### src/rtl/mem_data_access.sv
// Memory-stage load/store engine: one transaction at a time on a split-handshake data-SRAM bus.
// Optional feature: define MEM_LWLR_EN to support the unaligned LWL/LWR/SWL/SWR ops.
module mem_data_access (
  input  logic        clk,
  input  logic        rst,
  input  logic        flush,
  input  logic [7:0]  aluop_i,
  input  logic [31:0] mem_addr_i,
  input  logic [31:0] store_data_i,
  output logic        data_req_o,
  output logic        data_wr_o,
  output logic [1:0]  data_size_o,
  output logic [31:0] data_addr_o,
  output logic [3:0]  data_wstrb_o,
  output logic [31:0] data_wdata_o,
  input  logic        data_addr_ok_i,
  input  logic        data_data_ok_i,
  input  logic [31:0] data_rdata_i,
  output logic        stallreq_o,
  output logic [31:0] rdata_o,
  output logic        rdata_valid_o,
  output logic        addr_err_o
);

  localparam logic [7:0] EXE_LB_OP  = 8'b1110_0000;
  localparam logic [7:0] EXE_LBU_OP = 8'b1110_0100;
  localparam logic [7:0] EXE_LH_OP  = 8'b1110_0001;
  localparam logic [7:0] EXE_LHU_OP = 8'b1110_0101;
  localparam logic [7:0] EXE_LW_OP  = 8'b1110_0011;
  localparam logic [7:0] EXE_LWL_OP = 8'b1110_0010;
  localparam logic [7:0] EXE_LWR_OP = 8'b1110_0110;
  localparam logic [7:0] EXE_SB_OP  = 8'b1110_1000;
  localparam logic [7:0] EXE_SH_OP  = 8'b1110_1001;
  localparam logic [7:0] EXE_SW_OP  = 8'b1110_1011;
`ifdef MEM_LWLR_EN
  localparam logic [7:0] EXE_SWL_OP = 8'b1110_1010;
  localparam logic [7:0] EXE_SWR_OP = 8'b1110_1110;
`endif

  typedef enum logic [1:0] {S_IDLE, S_REQ, S_WAIT, S_DONE} state_e;

  state_e      state_q;
  logic        kill_q;
  logic        load_q;
  logic [7:0]  op_q;
  logic [1:0]  off_q;
  logic [31:0] rt_q;

  logic        dec_mem, dec_load, dec_mis, issue_ok;
  logic [1:0]  dec_size;
  logic [31:0] dec_addr, dec_wdata;
  logic [3:0]  dec_wstrb;
  logic [1:0]  n;

  assign n = mem_addr_i[1:0];

  // LWL/LWR handled unconditionally here; they can only arrive if the decoder let them issue.
  function automatic logic [31:0] align_load(input logic [7:0] op, input logic [1:0] off,
                                             input logic [31:0] mem, input logic [31:0] rt);
    logic [31:0] sh;
    logic [15:0] h;
    sh = mem >> {off, 3'b000};
    h  = off[1] ? mem[31:16] : mem[15:0];
    case (op)
      EXE_LB_OP:  align_load = {{24{sh[7]}}, sh[7:0]};
      EXE_LBU_OP: align_load = {24'h0, sh[7:0]};
      EXE_LH_OP:  align_load = {{16{h[15]}}, h};
      EXE_LHU_OP: align_load = {16'h0, h};
      EXE_LWL_OP: align_load = (mem << {(2'd3 - off), 3'b000}) |
                               (rt & (32'hFFFF_FFFF >> ({1'b0, off, 3'b000} + 6'd8)));
      EXE_LWR_OP: align_load = sh | (rt & ~(32'hFFFF_FFFF >> {off, 3'b000}));
      default:    align_load = mem;
    endcase
  endfunction

  always_comb begin
    dec_mem   = 1'b1;
    dec_load  = 1'b0;
    dec_mis   = 1'b0;
    dec_size  = 2'd2;
    dec_addr  = mem_addr_i;
    dec_wstrb = 4'b0000;
    dec_wdata = 32'h0;
    case (aluop_i)
      EXE_LB_OP, EXE_LBU_OP: begin dec_load = 1'b1; dec_size = 2'd0; end
      EXE_LH_OP, EXE_LHU_OP: begin dec_load = 1'b1; dec_size = 2'd1; dec_mis = n[0]; end
      EXE_LW_OP:             begin dec_load = 1'b1; dec_mis = |n; end
      EXE_SB_OP: begin
        dec_size  = 2'd0;
        dec_wstrb = 4'b0001 << n;
        dec_wdata = {4{store_data_i[7:0]}};
      end
      EXE_SH_OP: begin
        dec_size  = 2'd1;
        dec_mis   = n[0];
        dec_wstrb = n[1] ? 4'b1100 : 4'b0011;
        dec_wdata = {2{store_data_i[15:0]}};
      end
      EXE_SW_OP: begin
        dec_mis   = |n;
        dec_wstrb = 4'b1111;
        dec_wdata = store_data_i;
      end
`ifdef MEM_LWLR_EN
      EXE_LWL_OP, EXE_LWR_OP: begin
        dec_load = 1'b1;
        dec_addr = {mem_addr_i[31:2], 2'b00};
      end
      EXE_SWL_OP: begin
        dec_addr  = {mem_addr_i[31:2], 2'b00};
        dec_wstrb = 4'b1111 >> (2'd3 - n);
        dec_wdata = store_data_i >> {(2'd3 - n), 3'b000};
      end
      EXE_SWR_OP: begin
        dec_addr  = {mem_addr_i[31:2], 2'b00};
        dec_wstrb = 4'b1111 << n;
        dec_wdata = store_data_i << {n, 3'b000};
      end
`endif
      default: dec_mem = 1'b0;
    endcase
  end

  assign issue_ok   = dec_mem & ~dec_mis;
  assign addr_err_o = dec_mem & dec_mis;

  // A killed transaction still drains, so it only holds the pipe when a fresh op is waiting.
  always_comb begin
    case (state_q)
      S_IDLE:         stallreq_o = issue_ok & ~flush;
      S_REQ, S_WAIT:  stallreq_o = kill_q ? (issue_ok & ~flush) : 1'b1;
      default:        stallreq_o = 1'b0;
    endcase
  end

  always_ff @(posedge clk) begin
    if (rst) begin
      state_q       <= S_IDLE;
      kill_q        <= 1'b0;
      load_q        <= 1'b0;
      op_q          <= 8'h0;
      off_q         <= 2'd0;
      rt_q          <= 32'h0;
      data_req_o    <= 1'b0;
      data_wr_o     <= 1'b0;
      data_size_o   <= 2'd0;
      data_addr_o   <= 32'h0;
      data_wstrb_o  <= 4'b0000;
      data_wdata_o  <= 32'h0;
      rdata_o       <= 32'h0;
      rdata_valid_o <= 1'b0;
    end else begin
      rdata_valid_o <= 1'b0;
      case (state_q)
        S_IDLE: begin
          if (issue_ok && !flush) begin
            state_q      <= S_REQ;
            data_req_o   <= 1'b1;
            data_wr_o    <= ~dec_load;
            data_size_o  <= dec_size;
            data_addr_o  <= dec_addr;
            data_wstrb_o <= dec_wstrb;
            data_wdata_o <= dec_wdata;
            load_q       <= dec_load;
            op_q         <= aluop_i;
            off_q        <= n;
            rt_q         <= store_data_i;
          end
        end
        S_REQ: begin
          if (flush) kill_q <= 1'b1;
          if (data_addr_ok_i) begin
            data_req_o <= 1'b0;
            if (data_data_ok_i) begin
              state_q       <= S_DONE;
              rdata_valid_o <= load_q & ~kill_q & ~flush;
              if (load_q) rdata_o <= align_load(op_q, off_q, data_rdata_i, rt_q);
            end else begin
              state_q <= S_WAIT;
            end
          end
        end
        S_WAIT: begin
          if (flush) kill_q <= 1'b1;
          if (data_data_ok_i) begin
            state_q       <= S_DONE;
            rdata_valid_o <= load_q & ~kill_q & ~flush;
            if (load_q) rdata_o <= align_load(op_q, off_q, data_rdata_i, rt_q);
          end
        end
        S_DONE: begin
          kill_q  <= 1'b0;
          state_q <= S_IDLE;
        end
        default: state_q <= S_IDLE;
      endcase
    end
  end

endmodule

### config.mk
export PLATFORM = sky130hd
export DESIGN_NAME = mem_data_access
export DESIGN_NICKNAME = d
export VERILOG_FILES = /design/src/rtl/mem_data_access.sv
export SDC_FILE = /design/constraint.sdc
export NUM_CORES = 1
export LEC_CHECK = 0
export BUFFER_PORTS_ARGS = -buffer_cell sky130_fd_sc_hd__clkbuf_2
export CAP_MARGIN = 25
export CORE_ASPECT_RATIO = 0.5
export CORE_MARGIN = 2
export CORE_UTILIZATION = 25
export CTS_CLUSTER_SIZE = 8
export DETAILED_ROUTE_END_ITERATION = 6
export PLACE_DENSITY = 0.5
export SYNTH_ARGS = -nofsm -noshare
export SYNTH_HDL_FRONTEND = slang
export SYNTH_SLANG_ARGS = --single-unit
### constraint.sdc
create_clock -name clk -period 2.6 [get_ports clk]
set_clock_uncertainty 0.2 [all_clocks]
set_input_delay 0.39 -clock clk [delete_from_list [all_inputs] [get_ports clk]]
set_output_delay 0.39 -clock clk [all_outputs]
set_load 0.01 [all_outputs]
==> qor.csv, run 1 <==
metric;value;unit
Synth Flop Type;dfxtp_1;
hold buffer count at cts;34;
wire per inst;20.7;um
crit path time final;2.39;ns
Final Max Slew Viols;0;
leading area contributor after synthesis;dfxtp_1;
Die X;266;um
die outline area;35900;um2
Setup Fix Bufs, Post-CTS;0;
fin cells;1700;
number of DRC markers in iteration 0;751;
ys async rst share;0;
Routed Antenna Nets;0;
routed vias/inst;5.37;
via count;9123;
peak supply drop;0.000498;V
RSZ-0062 raised after global routing;no;
Power Density;536;nW/um2
Area after DPL;10300;um2
global-route wire length before repair;52700;um
DP HPWL;26200;um
Pre-antenna DRT Iters;6;
register area share after synthesis;0.347;
Fin Setup TNS;0;ns
Tot Pwr;6.06;mW
Synth cell types;63;
HP Class;input port to flop;
fillers;3458;
Post-synth EDFFs;0;
Core ar.;33500;um2
Clock Power Share;0.435;
CTS sink cnt;149;
required time worst endpoint;2.01;ns
Psw;1.83;mW
clk_lat worst skew;0.45;ns
Area growth syn-to-layout;31.6;%
endpoint class of the critical path;output pin;
Ports;216;
# rows;47;
Initial Utilization;0.257;
yosys warns;0;
GRT Total Usage;0.191;
CTS tree;yes;
Leakage;4.40;nW
final setup violation count;0;
synthesized area per cell;8.22;um2
reg2reg path depth;4;
status;completed;
drt total wl;35200;um
Final Hold Slack;0.0247;ns
gr ovfl total;0;
Mapped Nets;1158;
PortBufs;215;
design internal power;4.23;mW
CP startpoint kind;input port;
Critical Path Fanout Max;5;
cell total after placement;1634;
# diodes;0;
Syn Inst Count;1044;
vias in the first global route;8641;
cell with the most instances after synthesis;dfxtp_1;
antenna violations before repair;0;
Worst EP arrival;1.80;ns
Design Area, Final;11300;um2
fmax;418;MHz
Final Wtd Congestion;0.904;
CTS root buffer;clkbuf_16;
largest net degree at the start of global routing;61;
cts repair resizes;0;
Relative slew margins;0.365;
Fin. Hold Viols;0;
Commonest cells post-synth;149 x dfxtp_1, 144 x nand2_1, 78 x clkbuf_1;
period utilisation layout;0.921;
leading post-synthesis cells by cell area;dfxtp_1 35%, mux2i_1 6.5%, nand2_1 6.3%;
share of post-route cells with drive strength above 1;0.285;
Bufs on Longest Clock Path;2;
die height;135;um
Clock transition at path regs;0.07;ns
Comb pwr share;0.179;
MaxCap Viol Count;0;
Reg power frac;0.386;
worst-margin pin slew;0.949;ns
Num CTS Buffers;17;
Net Sw Frac;0.302;
post-synth top area share;0.347;
DRC;0;
Seq cells post-synth;149;
# nets final;1360;
Hold Path Stages;3;
Synth Cell Area;8590;um2
Setup Crit Path Kind;input port to output pin;
htree depth;4;
area by class of cell:
class / count / area [um2] / share of cell area
inverter: 19 / 73.8 / 0.00653
tap: 441 / 552 / 0.0488
sequential: 149 / 2990 / 0.264
clock buffer: 20 / 478 / 0.0423
timing repair buffer: 297 / 1960 / 0.174
multi-input combinational: 762 / 5100 / 0.451
clock inverter: 12 / 144 / 0.0127
routing by layer:
| metal | GRT usage | part of all wire | vias to the layer above |
|---|---|---|---|
| met5 | 0 | 0 | - |
| met4 | 0.0534 | 0.019 | 0 |
| met3 | 0.0430 | 0.060 | 45 |
| met2 | 0.325 | 0.49 | 283 |
| met1 | 0.245 | 0.43 | 4439 |
| li1 | - | - | 4356 |
cell families (layout without fill, tap and decap cells):
family | Yosys count | in the layout | synth area share
AOI/OAI and AO/OA | 352 | 352 | 0.285
buffers and inverters | 133 | 348 | 0.0630
adders and majority gates | 5 | 5 | 0.00729
muxes | 74 | 74 | 0.0994
DFF | 149 | 149 | 0.347
and+or+nand+nor | 331 | 331 | 0.198
power by group through the flow:
stage	combinational [mW]	clock [mW]	sequential (mW)
after floorplan	0.605	0	2.38
after global placement	1.01	0	2.39
after detailed placement	1.02	0	2.39
after CTS	1.07	2.68	2.34
after global routing	1.16	2.78	2.34
final	1.09	2.63	2.34
sequential cells by signal (all words and copies together) (netlist names), 2 cells and up:
signal,count
rt_q,32
data_addr_o,32
state_q,2
data_wdata_o,32
data_size_o,2
op_q,8
data_wstrb_o,4
rdata_o,32
worst max-delay path, stage by stage:
cell and delay, ns:
clkbuf_2 0.09, or3b_1 0.41, a2111oi_4 0.48, o21ai_0 0.13, a21oi_1 0.16, clkbuf_2 0.15
final timing paths:
path               startpoint  slack, ns          endpoint
min reg2reg  data_wdata_o[22]       0.26  data_wdata_o[22]
min          store_data_i[24]       0.02          rt_q[24]
max reg2reg    data_addr_o[0]       0.23        rdata_o[5]
max                aluop_i[2]       0.21        stallreq_o
cells in the final DEF (no fill, tap or decap), drive strengths merged, types with 24 or more instances in the layout:
cell type	count
clkbuf	235
mux2i	56
nand2	144
a21oi	63
nand4	65
o21ai	77
nor2	26
buf	48
dfxtp	149
nand2b	24
dlygate4sd3	34
a31o	32
through the flow:
step	utilization	setup slack [ns]
2_1_floorplan	-	0.0936
4_1_cts	0.338	0.198
6_report	0.338	0.205
3_3_place_gp	0.309	0.163
5_1_grt	0.338	0.0908
3_5_place_dp	0.309	0.142
(Power assumes the default switching activity.)
==> run 2, diff against run 1 <==
--- a/config.mk
+++ b/config.mk
@@ -13,6 +13,7 @@
 export CTS_CLUSTER_SIZE = 8
 export DETAILED_ROUTE_END_ITERATION = 6
 export PLACE_DENSITY = 0.5
+export RECOVER_POWER = 100
 export SYNTH_ARGS = -nofsm -noshare
 export SYNTH_HDL_FRONTEND = slang
 export SYNTH_SLANG_ARGS = --single-unit
==> constraint.sdc (replaced) <==
create_clock -name clk -period 2.46 [get_ports clk]
set_clock_uncertainty 0.2 [all_clocks]
set_input_delay 0.369 -clock clk [delete_from_list [all_inputs] [get_ports clk]]
set_output_delay 0.369 -clock clk [all_outputs]
set_load 0.01 [all_outputs]
==> qor.csv, run 2 (same netlist as run 1, synthesis figures left out) <==
metric;value;unit;change
Final Wtd Congestion;0.897;;-0.86%
Power Density;562;nW/um2;+4.9%
Final Max Slew Viols;0;;unchanged
Clock Power Share;0.417;;-0.018
# rows;47;;unchanged
# nets final;1371;;+0.81%
MaxCap Viol Count;0;;unchanged
CTS tree;yes;;
Num CTS Buffers;17;;unchanged
drt total wl;35000;um;-0.59%
Net Sw Frac;0.300;;-0.00143
final setup violation count;0;;unchanged
fin util;0.332;;-0.00565
die height;135;um;unchanged
PortBufs;215;;unchanged
wire per inst;20.4;um;-1.2%
antenna violations before repair;0;;unchanged
Clock transition at path regs;0.06;ns;about the same
Psw;1.88;mW;+2.7%
endpoint class of the critical path;output pin;;
HP Class;input port to flop;;
RSZ-0062 raised after global routing;no;;
Critical Path Fanout Max;4;;-1
crit path time final;2.38;ns;
Fin Setup TNS;0;ns;unchanged
Bufs on Longest Clock Path;2;;unchanged
Routed Antenna Nets;0;;unchanged
Relative slew margins;0.369;;+0.00355
Initial Utilization;0.257;;unchanged
peak supply drop;0.000470;V;-5.6%
CP startpoint kind;input port;;
Leakage;4.05;nW;-7.9%
largest net degree at the start of global routing;70;;+15%
Core ar.;33500;um2;unchanged
htree depth;4;;unchanged
die outline area;35900;um2;unchanged
number of DRC markers in iteration 0;721;;-4.0%
Setup Crit Path Kind;input port to output pin;;
gr ovfl total;0;;unchanged
fmax;420;MHz;
CTS root buffer;clkbuf_16;;
Fin. Hold Viols;0;;unchanged
Pre-antenna DRT Iters;7;;+1
cts repair resizes;0;;unchanged
clk_lat worst skew;0.44;ns;about the same
Ports;216;;unchanged
required time worst endpoint;1.89;ns;-0.12 ns
status;completed;;
most frequent cells in the layout;147 x dfxtp_1, 144 x nand2_1, 112 x clkbuf_2;;
DP HPWL;26200;um;about the same
Worst EP arrival;1.81;ns;about the same
CTS sink cnt;149;;unchanged
# diodes;0;;unchanged
share of post-route cells with drive strength above 1;0.206;;-0.0787
routed vias/inst;5.28;;-1.7%
DRC;0;;unchanged
vias in the first global route;8662;;+0.24%
commonest non-fill, non-tap cell in the layout;dfxtp_1;;
via count;9025;;-1.1%
Comb pwr share;0.188;;+0.009
Tot Pwr;6.25;mW;+3.2%
design internal power;4.37;mW;+3.4%
period utilisation layout;0.967;;
Die X;266;um;unchanged
Area growth syn-to-layout;29.4;%;
GRT Total Usage;0.192;;+0.000474
global-route wire length before repair;52600;um;-0.10%
Reg power frac;0.395;;+0.009
worst-margin pin slew;0.944;ns;-0.00531 ns
-- run 2: cell count changes in the layout (fill, tap and decap cells not counted), sizes merged --
cell         before  now
clkinv            7    6
inv              20   21
buf              48   57
clkinvlp          2    1
dlygate4sd3      34   36
-- run 2: critical path, stage by stage --
cell and delay, ns:
clkbuf_2 0.08, or3b_1 0.41, a2111oi_4 0.46, o21ai_0 0.13, a21oi_1 0.19, clkbuf_2 0.16
-- run 2: metal layers --
layer | routed length (um) | track usage
met1 | 15500 | 0.246
met2 | 16600 | 0.318
met3 | 1970 | 0.0465
met4 | 877 | 0.0609
met5 | 0 | 0
-- run 2: power groups by stage --
stage | registers, mW | logic (mW) | clock network (mW)
2_1_floorplan | 2.52 | 0.639 | 0
3_5_place_dp | 2.52 | 1.08 | 0
4_1_cts | 2.47 | 1.13 | 2.66
5_1_grt | 2.47 | 1.26 | 2.76
3_3_place_gp | 2.52 | 1.08 | 0
6_report | 2.47 | 1.17 | 2.61
-- run 2: stage by stage --
step / hold slack (ns) / instance area [um2] / worst slack (ns) / std cells
global route: 0.00207 / 11100 / 0.00748 / 1710
CTS: 0.00399 / 11200 / 0.0233 / 1707
finish: 0.0161 / 11100 / 0.0815 / 1710
floorplan: 0.219 / 8590 / 0.0437 / 1044
global placement: 0.242 / 10300 / 0.0205 / 1640
detailed placement: 0.248 / 10300 / -0.0392 / 1640
-- run 2: timing repair --
item                       4_1_cts  5_1_grt
hold buffers                    36        0
buffers inserted                 0        3
hold endpoints to repair        36        0
setup endpoints to repair        1        1
pin swaps                        1        2
gates cloned                     0        0
-- run 2: area by class of cell --
| class | count | area [um2] |
|---|---|---|
| Clock buffer | 20 | 447 |
| Clock inverter | 11 | 124 |
| Fill cell | 3551 | 22300 |
| Inverter | 19 | 73.8 |
| Multi-Input combinational cell | 762 | 5100 |
| Sequential cell | 149 | 2990 |
| Tap cell | 441 | 552 |
| Timing Repair Buffer | 308 | 1830 |
-- run 2: worst paths after layout --
kind | start | end | slack, ns | depth (start not counted)
setup reg to reg | data_addr_o[0] | rdata_o[20] | 0.16 | 6
hold / removal | store_data_i[31] | rt_q[31] | 0.02 | 3
hold reg to reg | rdata_o[4] | rdata_o[4] | 0.26 | 2
setup / recovery | aluop_i[2] | stallreq_o | 0.08 | 6
==> run 3, diff against run 2 <==
--- a/config.mk
+++ b/config.mk
@@ -7,12 +7,14 @@
 export LEC_CHECK = 0
 export BUFFER_PORTS_ARGS = -buffer_cell sky130_fd_sc_hd__clkbuf_2
 export CAP_MARGIN = 25
+export CELL_PAD_IN_SITES_DETAIL_PLACEMENT = 1
+export CELL_PAD_IN_SITES_GLOBAL_PLACEMENT = 1
 export CORE_ASPECT_RATIO = 0.5
 export CORE_MARGIN = 2
 export CORE_UTILIZATION = 25
 export CTS_CLUSTER_SIZE = 8
 export DETAILED_ROUTE_END_ITERATION = 6
-export PLACE_DENSITY = 0.5
+export PLACE_DENSITY = 0.61
 export RECOVER_POWER = 100
 export SYNTH_ARGS = -nofsm -noshare
 export SYNTH_HDL_FRONTEND = slang
==> qor.csv, run 3 (same netlist as run 1, synthesis figures left out) <==
metric;value;unit;change
status;completed;;
cell total after placement;1645;;+0.30%
Setup crit start;data_addr_o[0];;
antenna violations before repair;4;;+4
worst-margin pin slew;0.825;ns;-0.119 ns
number of DRC markers in iteration 0;578;;-20%
Ports;216;;unchanged
endpoint class of the critical path;flop;;
commonest non-fill, non-tap cell in the layout;dfxtp_1;;
# rows;47;;unchanged
Power Density;567;nW/um2;+0.81%
fillers;3994;;+12%
Final Hold Slack;0.0249;ns;+0.00876 ns
pre-CTS WS;0.00786;ns;+0.0470 ns
Critical Path Fanout Max;20;;+16
CTS tree;yes;;
gr ovfl total;0;;unchanged
Final Max Slew Viols;0;;unchanged
r2r startpoint;data_addr_o[0];;
peak supply drop;0.000488;V;+3.8%
share of post-route cells with drive strength above 1;0.208;;+0.00151
Die X;266;um;unchanged
routed vias/inst;5.41;;+2.6%
clk_lat worst skew;0.44;ns;about the same
Clock transition at path regs;0.06;ns;about the same
vias in the first global route;9500;;+9.7%
GRT Total Usage;0.209;;+0.0176
drt total wl;38000;um;+8.7%
MaxCap Viol Count;0;;unchanged
HP Class;input port to flop;;
critical-path cell list;clkbuf_4, or3b_2, o22ai_1, o2111ai_1, o211ai_1;;
M3 GR Usage;0.0470;;+0.000547
Setup Crit Path Kind;flop to flop;;
fin util;0.337;;+0.00520
Initial Utilization;0.257;;unchanged
RSZ-0062 raised after global routing;no;;
Pre-antenna DRT Iters;5;;-2
HP Start;store_data_i[28];;
CP peak stage delay;0.63;ns;+0.17 ns
CP top delay family;flip-flops;;
final setup violation count;0;;unchanged
Leakage;4.12;nW;+1.8%
CP startpoint kind;flop;;
busiest grt layer;met2;;
PortBufs;215;;unchanged
Bufs on Longest Clock Path;2;;unchanged
Routed Antenna Nets;0;;unchanged
CTS root buffer;clkbuf_16;;
Final Wtd Congestion;0.901;;+0.50%
die height;135;um;unchanged
Crit-path slowest cell;dfxtp_2;;
die outline area;35900;um2;unchanged
via count;9335;;+3.4%
Fin Setup TNS;0;ns;unchanged
met2 Usage GRT;0.353;;+0.0344
htree depth;4;;unchanged
largest net degree at the start of global routing;80;;+14%
fin cells;1724;;+0.82%
Num CTS Buffers;17;;unchanged
fin worst setup slack;0.0791;ns;-0.00232 ns
Fin. Hold Viols;0;;unchanged
wire per inst;22.0;um;+7.8%
required time worst endpoint;2.56;ns;+0.67 ns
fmax;420;MHz;about the same
most frequent cells in the layout;147 x dfxtp_1, 144 x nand2_1, 113 x clkbuf_2;;
period utilisation layout;0.968;;about the same
global-route wire length before repair;57700;um;+9.6%
Core ar.;33500;um2;unchanged
Relative slew margins;0.448;;+0.0794
DP HPWL;28000;um;+6.9%
Worst EP arrival;2.48;ns;+0.67 ns
DRC;0;;unchanged
Area growth syn-to-layout;31.4;%;
met1 usage;0.263;;+0.0169
CP Buf/Inv Count;1;;-1
# nets final;1380;;+0.66%
CTS sink cnt;149;;unchanged
crit path time final;2.38;ns;+0.00232 ns
run 3: changes by cell type in the layout (fill, tap and decap cells not counted), sizes merged:
| cell | change |
|---|---|
| buf | -4 |
| clkbuf | +10 |
| clkinv | -3 |
| clkinvlp | +2 |
| diode | +4 |
| dlygate4sd3 | +4 |
| inv | +1 |
run 3: repair_timing:
action | in CTS | in global routing
hold buffers | 40 | 0
setup endpoints to repair | 0 | 15
setup buffers | 0 | 2
gates resized for setup | 0 | 3
hold endpoints to repair | 40 | 0
run 3: routing by layer:
metal	vias to the layer above	wire length, um
met1	4665	16800
met4	0	978
li1	4385	-
met3	54	1850
met2	231	18400
met5	-	0
run 3: worst paths after layout:
kind	endpoint	slack (ns)	cells after the start
worst max register to register	rdata_o[23]	0.08	5
worst min-delay path	rt_q[28]	0.02	3
worst min register to register	rdata_valid_o	0.26	1
worst max-delay path	rdata_o[23]	0.08	5
run 3: final cells by class:
cell class                 count  area, um2  area share
multi-input combinational    762       5090       0.451
antenna                        4       10.0    0.000887
sequential                   149       2990       0.265
inverter                      19       73.8     0.00654
clock buffer                  21        492      0.0436
tap                          441        552      0.0489
timing repair buffer         317       1950       0.172
clock inverter                11        135      0.0120
run 3: report_power, final:
| part | switching (mW) | internal (mW) |
|---|---|---|
| logic | 0.755 | 0.378 |
| clock network | 1.14 | 1.65 |
| registers | 0.0306 | 2.44 |
| total | 1.93 | 4.47 |
run 3: worst reg2reg max path: stages, from the launching register on:
cell	delay, ns
dfxtp_2	0.63
clkbuf_4	0.46
or3b_2	0.32
o22ai_1	0.11
o2111ai_1	0.37
o211ai_1	0.15
run 3: stage by stage:
step                cell area, um2  total power, mW
CTS                          11400             6.48
detailed placement           10400             3.62
global route                 11300             6.68
global placement             10400             3.59
floorplan                     8590             3.16
finish                       11300             6.40
